## config.mk

```make
export PLATFORM = sky130hd
export DESIGN_NAME = i2c_rr_arbiter
export DESIGN_NICKNAME = d
export VERILOG_FILES = /design/src/rtl/i2c_pkg.sv /design/src/rtl/i2c_rr_arbiter_rr_pick.sv /design/src/rtl/i2c_rr_arbiter.sv
export SDC_FILE = /design/constraint.sdc
export NUM_CORES = 1
export LEC_CHECK = 0
export CORE_ASPECT_RATIO = 0.75
export CORE_MARGIN = 4
export CORE_UTILIZATION = 43
export CTS_CLUSTER_SIZE = 8
export DETAILED_ROUTE_END_ITERATION = 8
export PLACE_DENSITY = 0.81
export SYNTH_ARGS = -nofsm -noshare
export SYNTH_HDL_FRONTEND = slang
export SYNTH_SLANG_ARGS = --single-unit
```

## constraint.sdc

```tcl
create_clock -name CLK_IW -period 4.1 [get_ports CLK_IW]
set_clock_uncertainty 0.1 [all_clocks]
set_input_delay 0.41 -clock CLK_IW [delete_from_list [all_inputs] [get_ports CLK_IW]]
set_output_delay 0.41 -clock CLK_IW [all_outputs]
set_load 0.02 [all_outputs]
```

## src/rtl/i2c_pkg.sv

```systemverilog
// Shared I2C widths and round-robin arbiter state encoding.
// Ports: none (package).
// Imported by the arbiter top and its winner-select helper.
package i2c_pkg;

  localparam int I2C_ADDR_W = 7;
  localparam int I2C_DATA_W = 8;

  typedef enum logic [1:0] {
    ARB_IDLE      = 2'd0,
    ARB_LAUNCH    = 2'd1,
    ARB_WAIT_BUSY = 2'd2,
    ARB_WAIT_DONE = 2'd3
  } arb_state_t;

endpackage

```

## src/rtl/i2c_rr_arbiter_rr_pick.sv

```systemverilog
// rr_pick: combinational round-robin winner select, reusable by any bus arbiter.
// Ports: req (request vector), ptr (index of last winner) -> gnt (one-hot winner), idx (binary winner).
// Search starts at ptr+1 and wraps modulo NUM_REQ; gnt is all-zero when req is all-zero.
module rr_pick
  import i2c_pkg::*;
#(
  parameter int NUM_REQ = 4,
  parameter int IDX_W   = (NUM_REQ > 1) ? $clog2(NUM_REQ) : 1
) (
  input  logic [NUM_REQ-1:0] req,
  input  logic [IDX_W-1:0]   ptr,
  output logic [NUM_REQ-1:0] gnt,
  output logic [IDX_W-1:0]   idx
);

  logic             found;
  logic [IDX_W-1:0] cand;

  always_comb begin
    gnt   = '0;
    idx   = '0;
    found = 1'b0;
    cand  = '0;
    // Offsets 1..NUM_REQ visit every requester once, the last winner last.
    for (int k = 1; k <= NUM_REQ; k++) begin
      cand = IDX_W'((int'(ptr) + k) % NUM_REQ);
      if (!found && req[cand]) begin
        found     = 1'b1;
        gnt[cand] = 1'b1;
        idx       = cand;
      end
    end
  end

endmodule

```

## src/rtl/i2c_rr_arbiter.sv

```systemverilog
// i2c_rr_arbiter: shares one I2C master write engine between NUM_REQ requesters, round-robin.
// Ports: CLK_IW/RST_N_IW (async active-low); REQ/ADDR/DATA_IW from clients, GNT/DONE/ERR/BUSY_OW back;
//        M_START/M_ADDR/M_DATA_OW to the master, M_READY_IW from it. Optional watchdog: I2C_ARB_TIMEOUT_EN.
module i2c_rr_arbiter #(
  parameter int NUM_REQ     = 4,
  parameter int TIMEOUT_CYC = 1023
) (
  input  logic                 CLK_IW,
  input  logic                 RST_N_IW,
  input  logic [NUM_REQ-1:0]   REQ_IW,
  input  logic [NUM_REQ*7-1:0] ADDR_IW,
  input  logic [NUM_REQ*8-1:0] DATA_IW,
  output logic [NUM_REQ-1:0]   GNT_OW,
  output logic [NUM_REQ-1:0]   DONE_OW,
  output logic                 ERR_OW,
  output logic                 BUSY_OW,
  output logic                 M_START_OW,
  output logic [6:0]           M_ADDR_OW,
  output logic [7:0]           M_DATA_OW,
  input  logic                 M_READY_IW
);

  import i2c_pkg::*;

  localparam int IW = (NUM_REQ > 1) ? $clog2(NUM_REQ) : 1;

  arb_state_t              state_q, state_d;
  logic                    grant, finish, timeout;
  logic [NUM_REQ-1:0]      pick_gnt;
  logic [IW-1:0]           pick_idx;
  logic [IW-1:0]           ptr_q, win_q;
  logic [NUM_REQ-1:0]      gnt_q, done_q;
  logic                    busy_q, start_q;
  logic [I2C_ADDR_W-1:0]   addr_q;
  logic [I2C_DATA_W-1:0]   data_q;

  rr_pick #(
    .NUM_REQ (NUM_REQ),
    .IDX_W   (IW)
  ) u_pick (
    .req (REQ_IW),
    .ptr (ptr_q),
    .gnt (pick_gnt),
    .idx (pick_idx)
  );

  always_ff @(posedge CLK_IW or negedge RST_N_IW) begin
    if (!RST_N_IW) state_q <= ARB_IDLE;
    else           state_q <= state_d;
  end

  always_comb begin
    state_d = state_q;
    grant   = 1'b0;
    finish  = 1'b0;
    case (state_q)
      ARB_IDLE: begin
        // A master held in reset shows READY low, so nothing is granted.
        if ((|REQ_IW) && M_READY_IW) begin
          grant   = 1'b1;
          state_d = ARB_LAUNCH;
        end
      end
      ARB_LAUNCH: state_d = ARB_WAIT_BUSY;
      ARB_WAIT_BUSY: begin
        if (timeout) begin
          finish  = 1'b1;
          state_d = ARB_IDLE;
        end else if (!M_READY_IW) begin
          state_d = ARB_WAIT_DONE;
        end
      end
      ARB_WAIT_DONE: begin
        if (M_READY_IW || timeout) begin
          finish  = 1'b1;
          state_d = ARB_IDLE;
        end
      end
      default: state_d = ARB_IDLE;
    endcase
  end

  always_ff @(posedge CLK_IW or negedge RST_N_IW) begin
    if (!RST_N_IW) begin
      ptr_q   <= IW'(NUM_REQ - 1);
      win_q   <= '0;
      gnt_q   <= '0;
      done_q  <= '0;
      busy_q  <= 1'b0;
      start_q <= 1'b0;
      addr_q  <= '0;
      data_q  <= '0;
    end else begin
      // Start is registered off LAUNCH, so it rises the cycle after GNT.
      start_q <= (state_q == ARB_LAUNCH);
      busy_q  <= (state_d != ARB_IDLE);
      done_q  <= finish ? gnt_q : '0;
      if (grant) begin
        gnt_q  <= pick_gnt;
        win_q  <= pick_idx;
        addr_q <= ADDR_IW[pick_idx*I2C_ADDR_W +: I2C_ADDR_W];
        data_q <= DATA_IW[pick_idx*I2C_DATA_W +: I2C_DATA_W];
      end else if (finish) begin
        gnt_q <= '0;
      end
      if (finish) ptr_q <= win_q;
    end
  end

`ifdef I2C_ARB_TIMEOUT_EN
  localparam int CNT_W = $clog2(TIMEOUT_CYC + 1);

  logic [CNT_W-1:0] cnt_q;
  logic             in_wait, err_q;

  assign in_wait = (state_q == ARB_WAIT_BUSY) || (state_q == ARB_WAIT_DONE);
  // Fires on the edge where the count would reach TIMEOUT_CYC.
  assign timeout = in_wait && (cnt_q == CNT_W'(TIMEOUT_CYC - 1));

  always_ff @(posedge CLK_IW or negedge RST_N_IW) begin
    if (!RST_N_IW) begin
      cnt_q <= '0;
      err_q <= 1'b0;
    end else begin
      if (state_q == ARB_LAUNCH) cnt_q <= '0;
      else if (in_wait)          cnt_q <= cnt_q + 1'b1;
      // A normal completion on the same edge wins over the watchdog.
      err_q <= timeout && !((state_q == ARB_WAIT_DONE) && M_READY_IW);
    end
  end

  assign ERR_OW = err_q;
`else
  assign timeout = 1'b0;
  assign ERR_OW  = 1'b0;
`endif

  assign GNT_OW     = gnt_q;
  assign DONE_OW    = done_q;
  assign BUSY_OW    = busy_q;
  assign M_START_OW = start_q;
  assign M_ADDR_OW  = addr_q;
  assign M_DATA_OW  = data_q;

endmodule
```

==> flow_summary.ini <==
[grt]
track_usage = 0.1783
antenna_found_initial = 0
overflow = 0
grt_max_degree = 32
grt_pass1_vias = 1990
grt_pass1_wl_um = 9480

[setup_path]
critPathLaunchType = register
crit_top_cell = a21oi_1
path_cells = inv_1 -> ha_1 -> a21oi_1 -> a21boi_0 -> a21oi_1 -> o32a_1 -> buf_4 -> mux2_2 -> o21ai_0
worstReg2RegEnd = M_DATA_OW[6]$_DFFE_PN0P_
reg2reg_slack_ps = 440
end_kind = register
worst_path_max_delay_cell = dfstp_2
crit_family = compound AO/OA/AOI/OAI gates
criticalPathCategory = register to register
worstPathMaxFanout = 20
path_buf_inv = 2
max_stage_delay_ps = 780
crit_required_ps = 4200
reg2reg_from = ptr_q[0]$_DFFE_PN1P_
crit_arrival_ps = 3760
rr_worst_depth = 9

[routing]
drt_iter0_drc = 93
dr.pass1.iters = 4
wl_per_cell_um = 15.47
routed_via_density = 5.263
finalWirelength_um = 5877
route.detailed.drc = 0
route.vias.total = 2000
drtAntennaViolNets = 0

[cts]
cts_setup_buffers = 0
path_clk_slew_ps = 70
ctsResizeCount = 0
h-tree-depth = 2
ctsHoldBuffers = 0
cts_tree = built
cts.sinks = 31
cts_buffer_depth = 2
cts_buffers = 5
cts-root-buf = clkbuf_8
clkLatencyLatePin_ps = 280

[hold_path]
worstHoldStart = M_ADDR_OW[0]$_DFFE_PN0P_
min_path_type = register to register
hold_depth = 2
min_to = M_ADDR_OW[0]$_DFFE_PN0P_

[layout]
fin_util = 0.6660
register_area_um2 = 778.2
multi_input_area_um2 = 1365
drive_above_1_share = 0.1331
final_area_um2 = 3318
insertedDiodeCount = 0
nNetsFinal = 382
final_cells = 380
syn_to_final_growth_pct = 47.09
fillerInstances = 422

[sta]
rsz0062_at_grt = false
worstMarginPinSlew_ps = 855.7
finalCritPeriodShare = 0.8927
fin_crit_ps = 3660
slew_viol_final = 0
setup_violations = 0
finalHoldViolCount = 0
max_slew_margin = 0.4282
tns_ps = 0
fin_ws_ps = 439.7
hold_slack_ps = 375.4
clock.fmax_mhz = 273.2

[placement]
post-place-cells = 372
hpwlAfterDp_um = 4489
pre_cts_slack_ps = 462.2
numPortBuffers = 91
dpl_cell_area_um2 = 3201
gp_congestion = 0.8912

[floorplan]
core_area_um2 = 4982
start_util = 0.4528
die_h_um = 70.73
rows = 22
ios = 93
dieArea_um2 = 6481
die_w_um = 91.64

[yosys]
yosysWarnings = 0
seq_area_frac_synth = 0.3450
synth_flop_cell = dfrtp_1
synth_seq_cells = 31
netlist_instances = 223
synth_area_um2 = 2256
syn_area_per_cell_um2 = 10.12
syn_nets = 298
synth_cell_types = 46
async_flop_share = 1.000
synth_edf_count = 0

[power]
leakage_nw = 1.443
total_power_mw = 2.474
ir_drop_mv = 0.8962
powerDensity_nw_per_um2 = 745.5

[run_status]
status = finished, final reports clean

[job]
drv_cap = 0
[power by group]
group / switching, mW / internal [mW]
Combinational: 0.770 / 0.835
Clock: 0.117 / 0.197
Sequential: 0.118 / 0.437
[flip-flops by register name, indices dropped and copies added, names as in the netlist]
register,flops
M_START_OW,1
BUSY_OW,1
M_ADDR_OW,7
GNT_OW,4
ptr_q,2
win_q,2
state_q,2
M_DATA_OW,8
DONE_OW,4
[logic make-up after synthesis]
group	synth area share
flops	0.3450
mux	0.2673
fa+ha+maj	0.04437
buf+inv	0.06268
compound gates	0.1486
other cells	0.001662
simple gates	0.1303
[cells in the mapped netlist, types with 2 or more instances]
cell,instances,area [um2]
a21oi_1,3,15.01
nand2b_1,2,12.51
dfrtp_1,29,725.7
o21ai_0,16,80.08
o21ai_2,4,35.03
ha_1,8,100.1
o21ai_1,5,25.02
nand3b_1,2,15.01
mux2_2,7,78.83
buf_2,7,35.03
a211oi_1,2,15.01
nand3_1,6,30.03
nor4_1,3,18.77
inv_1,5,18.77
a22oi_1,4,30.03
nand2_1,24,90.09
or3b_2,2,17.52
buf_6,3,33.78
clkbuf_1,7,26.28
a221oi_1,5,43.79
nor2b_1,2,12.51
and2_1,4,25.02
mux2_4,9,135.1
a21boi_0,2,15.01
nor2_1,7,26.28
dfstp_2,2,52.55
mux2i_1,34,340.3
[how the worst max path moves through the flow]
stage                               from                  endpoint  cells after the start  slack, ps
floorplan           ptr_q[1]$_DFFE_PN1P_  M_ADDR_OW[3]$_DFFE_PN0P_                     12        920
global placement    ptr_q[0]$_DFFE_PN1P_  M_DATA_OW[5]$_DFFE_PN0P_                      9        640
detailed placement  ptr_q[0]$_DFFE_PN1P_  M_DATA_OW[6]$_DFFE_PN0P_                      9        460
CTS                 ptr_q[0]$_DFFE_PN1P_  M_DATA_OW[6]$_DFFE_PN0P_                      9        450
global route        ptr_q[0]$_DFFE_PN1P_  M_DATA_OW[3]$_DFFE_PN0P_                      9        130
finish              ptr_q[0]$_DFFE_PN1P_  M_DATA_OW[6]$_DFFE_PN0P_                      9        440
[final cells by class]
class	count	area share
multi-input cells	168	0.4114
repair buffers	96	0.2858
flip-flops and latches	31	0.2345
well taps	72	0.02715
clock buffers	6	0.02489
clock inverters	2	0.01056
inverters	5	0.005656
[worst register-to-register path, cell delays in order, from the launching register on]
cell and delay (ps):
dfstp_2 780, inv_1 210, ha_1 520, a21oi_1 130, a21boi_0 190, a21oi_1 590, o32a_1 270, buf_4 270
mux2_2 380, o21ai_0 140
[metal layers]
layer  vias up  part of all wire  GRT usage
li1        967                 -          -
met1       943              0.40     0.2235
met2        86              0.49     0.2955
met3         4              0.11    0.06482
met4         0            0.0077    0.04013
met5         -                 0          0
[cell usage in the layout, fill, tap and decap left out, types with 2 or more instances in the layout]
master           instances
clkdlybuf4s50_1         91
mux2i_1                 34
dfrtp_1                 29
nand2_1                 24
o21ai_0                 16
mux2_4                   9
ha_1                     8
nor2_1                   7
mux2_2                   7
nand3_1                  6
clkbuf_8                 6
inv_1                    5
a221oi_1                 5
o21ai_1                  5
buf_4                    5
and2_1                   4
o21ai_2                  4
a22oi_1                  4
a21oi_1                  3
nor4_1                   3
nor2b_1                  2
a21boi_0                 2
nand2b_1                 2
or3b_2                   2
nand3b_1                 2
a211oi_1                 2
dfstp_2                  2
No activity file was read; power rests on OpenSTA's default activity.
==> edit (same flow settings) <==
`NUM_REQ` is set to 4 in 2 places; all go to 8.
--- a/src/rtl/i2c_rr_arbiter_rr_pick.sv
+++ b/src/rtl/i2c_rr_arbiter_rr_pick.sv
@@ -5,5 +5,5 @@
   import i2c_pkg::*;
 #(
-  parameter int NUM_REQ = 4,
+  parameter int NUM_REQ = 8,
   parameter int IDX_W   = (NUM_REQ > 1) ? $clog2(NUM_REQ) : 1
 ) (
--- a/src/rtl/i2c_rr_arbiter.sv
+++ b/src/rtl/i2c_rr_arbiter.sv
@@ -3,5 +3,5 @@
 //        M_START/M_ADDR/M_DATA_OW to the master, M_READY_IW from it. Optional watchdog: I2C_ARB_TIMEOUT_EN.
 module i2c_rr_arbiter #(
-  parameter int NUM_REQ     = 4,
+  parameter int NUM_REQ     = 8,
   parameter int TIMEOUT_CYC = 1023
 ) (
Interface: changed (5 resized); port bits go from 93 to 165. The function was not compared with the original's and may differ.
==> edit against the unedited design <==
  * Synthesized cell count up 73%
  * Final area is 80% higher
  * Synthesized area up 72%
  * Wire length up 130%
  * Worst setup slack lost 330 ps
  * Power grew to 2.5 times the old value
  * First-iteration DRC count rose to 3.4 times the old value
  * Sequential cell count grew 10
  * Critical path type unchanged
  * Largest cell class unchanged
==> edit: results (changes against the unedited design) <==
Finish:
- The fill cell instance count of the final layout is 647 (+53%).
- The area fraction of clock buffers and clock inverters was 3.18% (-0.36 points).
- The layout sequential cell count was 41 (+32%).
- The area used by sequential logic in the layout is 0.00103 mm^2 (+32%).
- The final standard cell count with taps included and fillers excluded is 669 (+76%).
- The non-clock buffer share of cell area is 31.7% (+3.1 points).
- The fraction of layout instances using a drive strength above 1 is 17.6% (+4.3 points).
- The layout multi-input combinational cell count is 308 (+83%).
- The number of nets in the layout is 697 (+82%).
- The count of buffers not belonging to the clock network in the layout is 196 (+100%).

Synthesis:
- The multiplexer area fraction after synthesis is 30.2% (+3.4 points).
- The adder-cell share of the synthesized area is 1.93% (-2.5 points).
- The number of distinct library cells after synthesis is 59 (+28%).
- The post-synthesis xor/xnor area fraction is 1.38% (+1.4 points).
- The number of instances in the synthesized netlist came to 385 (+73%).
- The compound-cell area share of the yosys netlist is 23.1% (+8.2 points).
- Sorting the synthesized cells by area gives the leading types as dfrtp_1 24%, mux2i_1 19%, mux4_2 6.9%.
- The proportion of synthesized chip area in sequential cells is 26.5% (-8.0 points).

STA:
- The slew of the pin with the lowest slew margin is 879 ps (+23.8 ps).
- The minimum period implied by the final worst setup slack is 3990 ps (+333 ps).
- The worst hold slack after final layout was 147 ps (-228 ps).

Routing:
- The number of iterations in the first detailed-routing pass is 5 (+1).
- The number of design-rule violations left by the first detailed-router iteration is 312 (+240%).
- The aggregate routed wire length is 13.4 mm (+130%).

Min path:
- The path class of the tightest hold or removal check is input pin to asynchronous set/reset pin.

Power:
- The clock share of power is 8.1% (-4.6 points).
- The reported net switching power is 3.01 mW (+200%).
- The switching fraction of total power is 48.6% (+8.0 points).
- The worst IR drop on VDD was 0.817 mV (-8.9%).

Global route:
- The pin count of the biggest net entering global routing is 42 (+31%).
- The global routing usage summed across all routing layers is 24.5% (+6.7 points).
- The via count of the first global-routing pass came to 4098 (+110%).

Setup path:
- The biggest fanout along the worst timing path is 17 (-15%).
- The arrival time reported for the critical path endpoint came to 4060 ps (+300 ps).
- In this run the worst setup path begins at ptr_q[1].

Floorplanning:
- The die width is 118 um (+29%).

Placed design:
- The post-placement cell area is 0.00574 mm^2 (+79%).
- The half-perimeter wire length after placement was 10.8 mm (+140%).
- The cell count after placement is 661 (+78%).
- The worst slack after detailed placement is -200 ps (-662 ps).
- The count of port buffers added during placement came to 163 (+79%).

Status:
- The run finished with clean final reports.

Clock tree:
- The cell chosen for the clock root is clkbuf_16.
-- edit: cell types whose count changed in the layout (fill, tap and decap cells not counted), moves of 8 or more --
| cell | unedited run | this run |
|---|---|---|
| clkdlybuf4s50_1 | 91 | 162 |
| mux2i_1 | 34 | 72 |
| buf_4 | 5 | 31 |
| a22o_1 | 0 | 15 |
| mux4_2 | 1 | 12 |
| nor2_1 | 7 | 18 |
| a221oi_2 | 0 | 10 |
| a22oi_1 | 4 | 14 |
| dfrtp_1 | 29 | 38 |
| and2_1 | 4 | 12 |
| mux2_4 | 9 | 1 |
-- edit: cell families after synthesis --
family                     count (synthesis)
buffers and inverters                     36
xor gates and xnor gates                   4
muxes                                    100
AOI/OAI and AO/OA                        110
adders and majority gates                  6
and+or+nand+nor                           87
other                                      1
DFF                                       41
-- edit: timing repair --
action / 4_1_cts / 5_1_grt
gates resized for setup: 2 / 10
pin swaps: 0 / 0
endpoints found under the setup margin: 14 / 15
-- edit: per-layer routing --
| metal | vias up | track usage, % | routed length, um |
|---|---|---|---|
| li1 | 1862 | - | - |
| met1 | 1865 | 31.8 | 5440 |
| met2 | 228 | 39.2 | 6190 |
| met3 | 26 | 7.89 | 1480 |
| met4 | 0 | 7.32 | 289 |
| met5 | - | 0 | 0 |
-- edit: critical path: stages, from the launching register on --
cell	delay, ps
dfstp_2	520
inv_1	90
ha_2	420
mux4_2	550
mux2_2	340
nor2_4	220
o311ai_1	220
a221o_1	420
and2_2	210
buf_4	220
mux2i_1	230
a22oi_1	120
a22o_1	200
-- edit: final timing paths --
path,end,cells after the start
max in group asynchronous,M_ADDR_OW[1],1
setup reg to reg,M_ADDR_OW[4],12
hold / removal,GNT_OW[7],1
hold reg to reg,M_START_OW,1
min in group CLK_IW,M_START_OW,1
setup / recovery,M_ADDR_OW[4],12
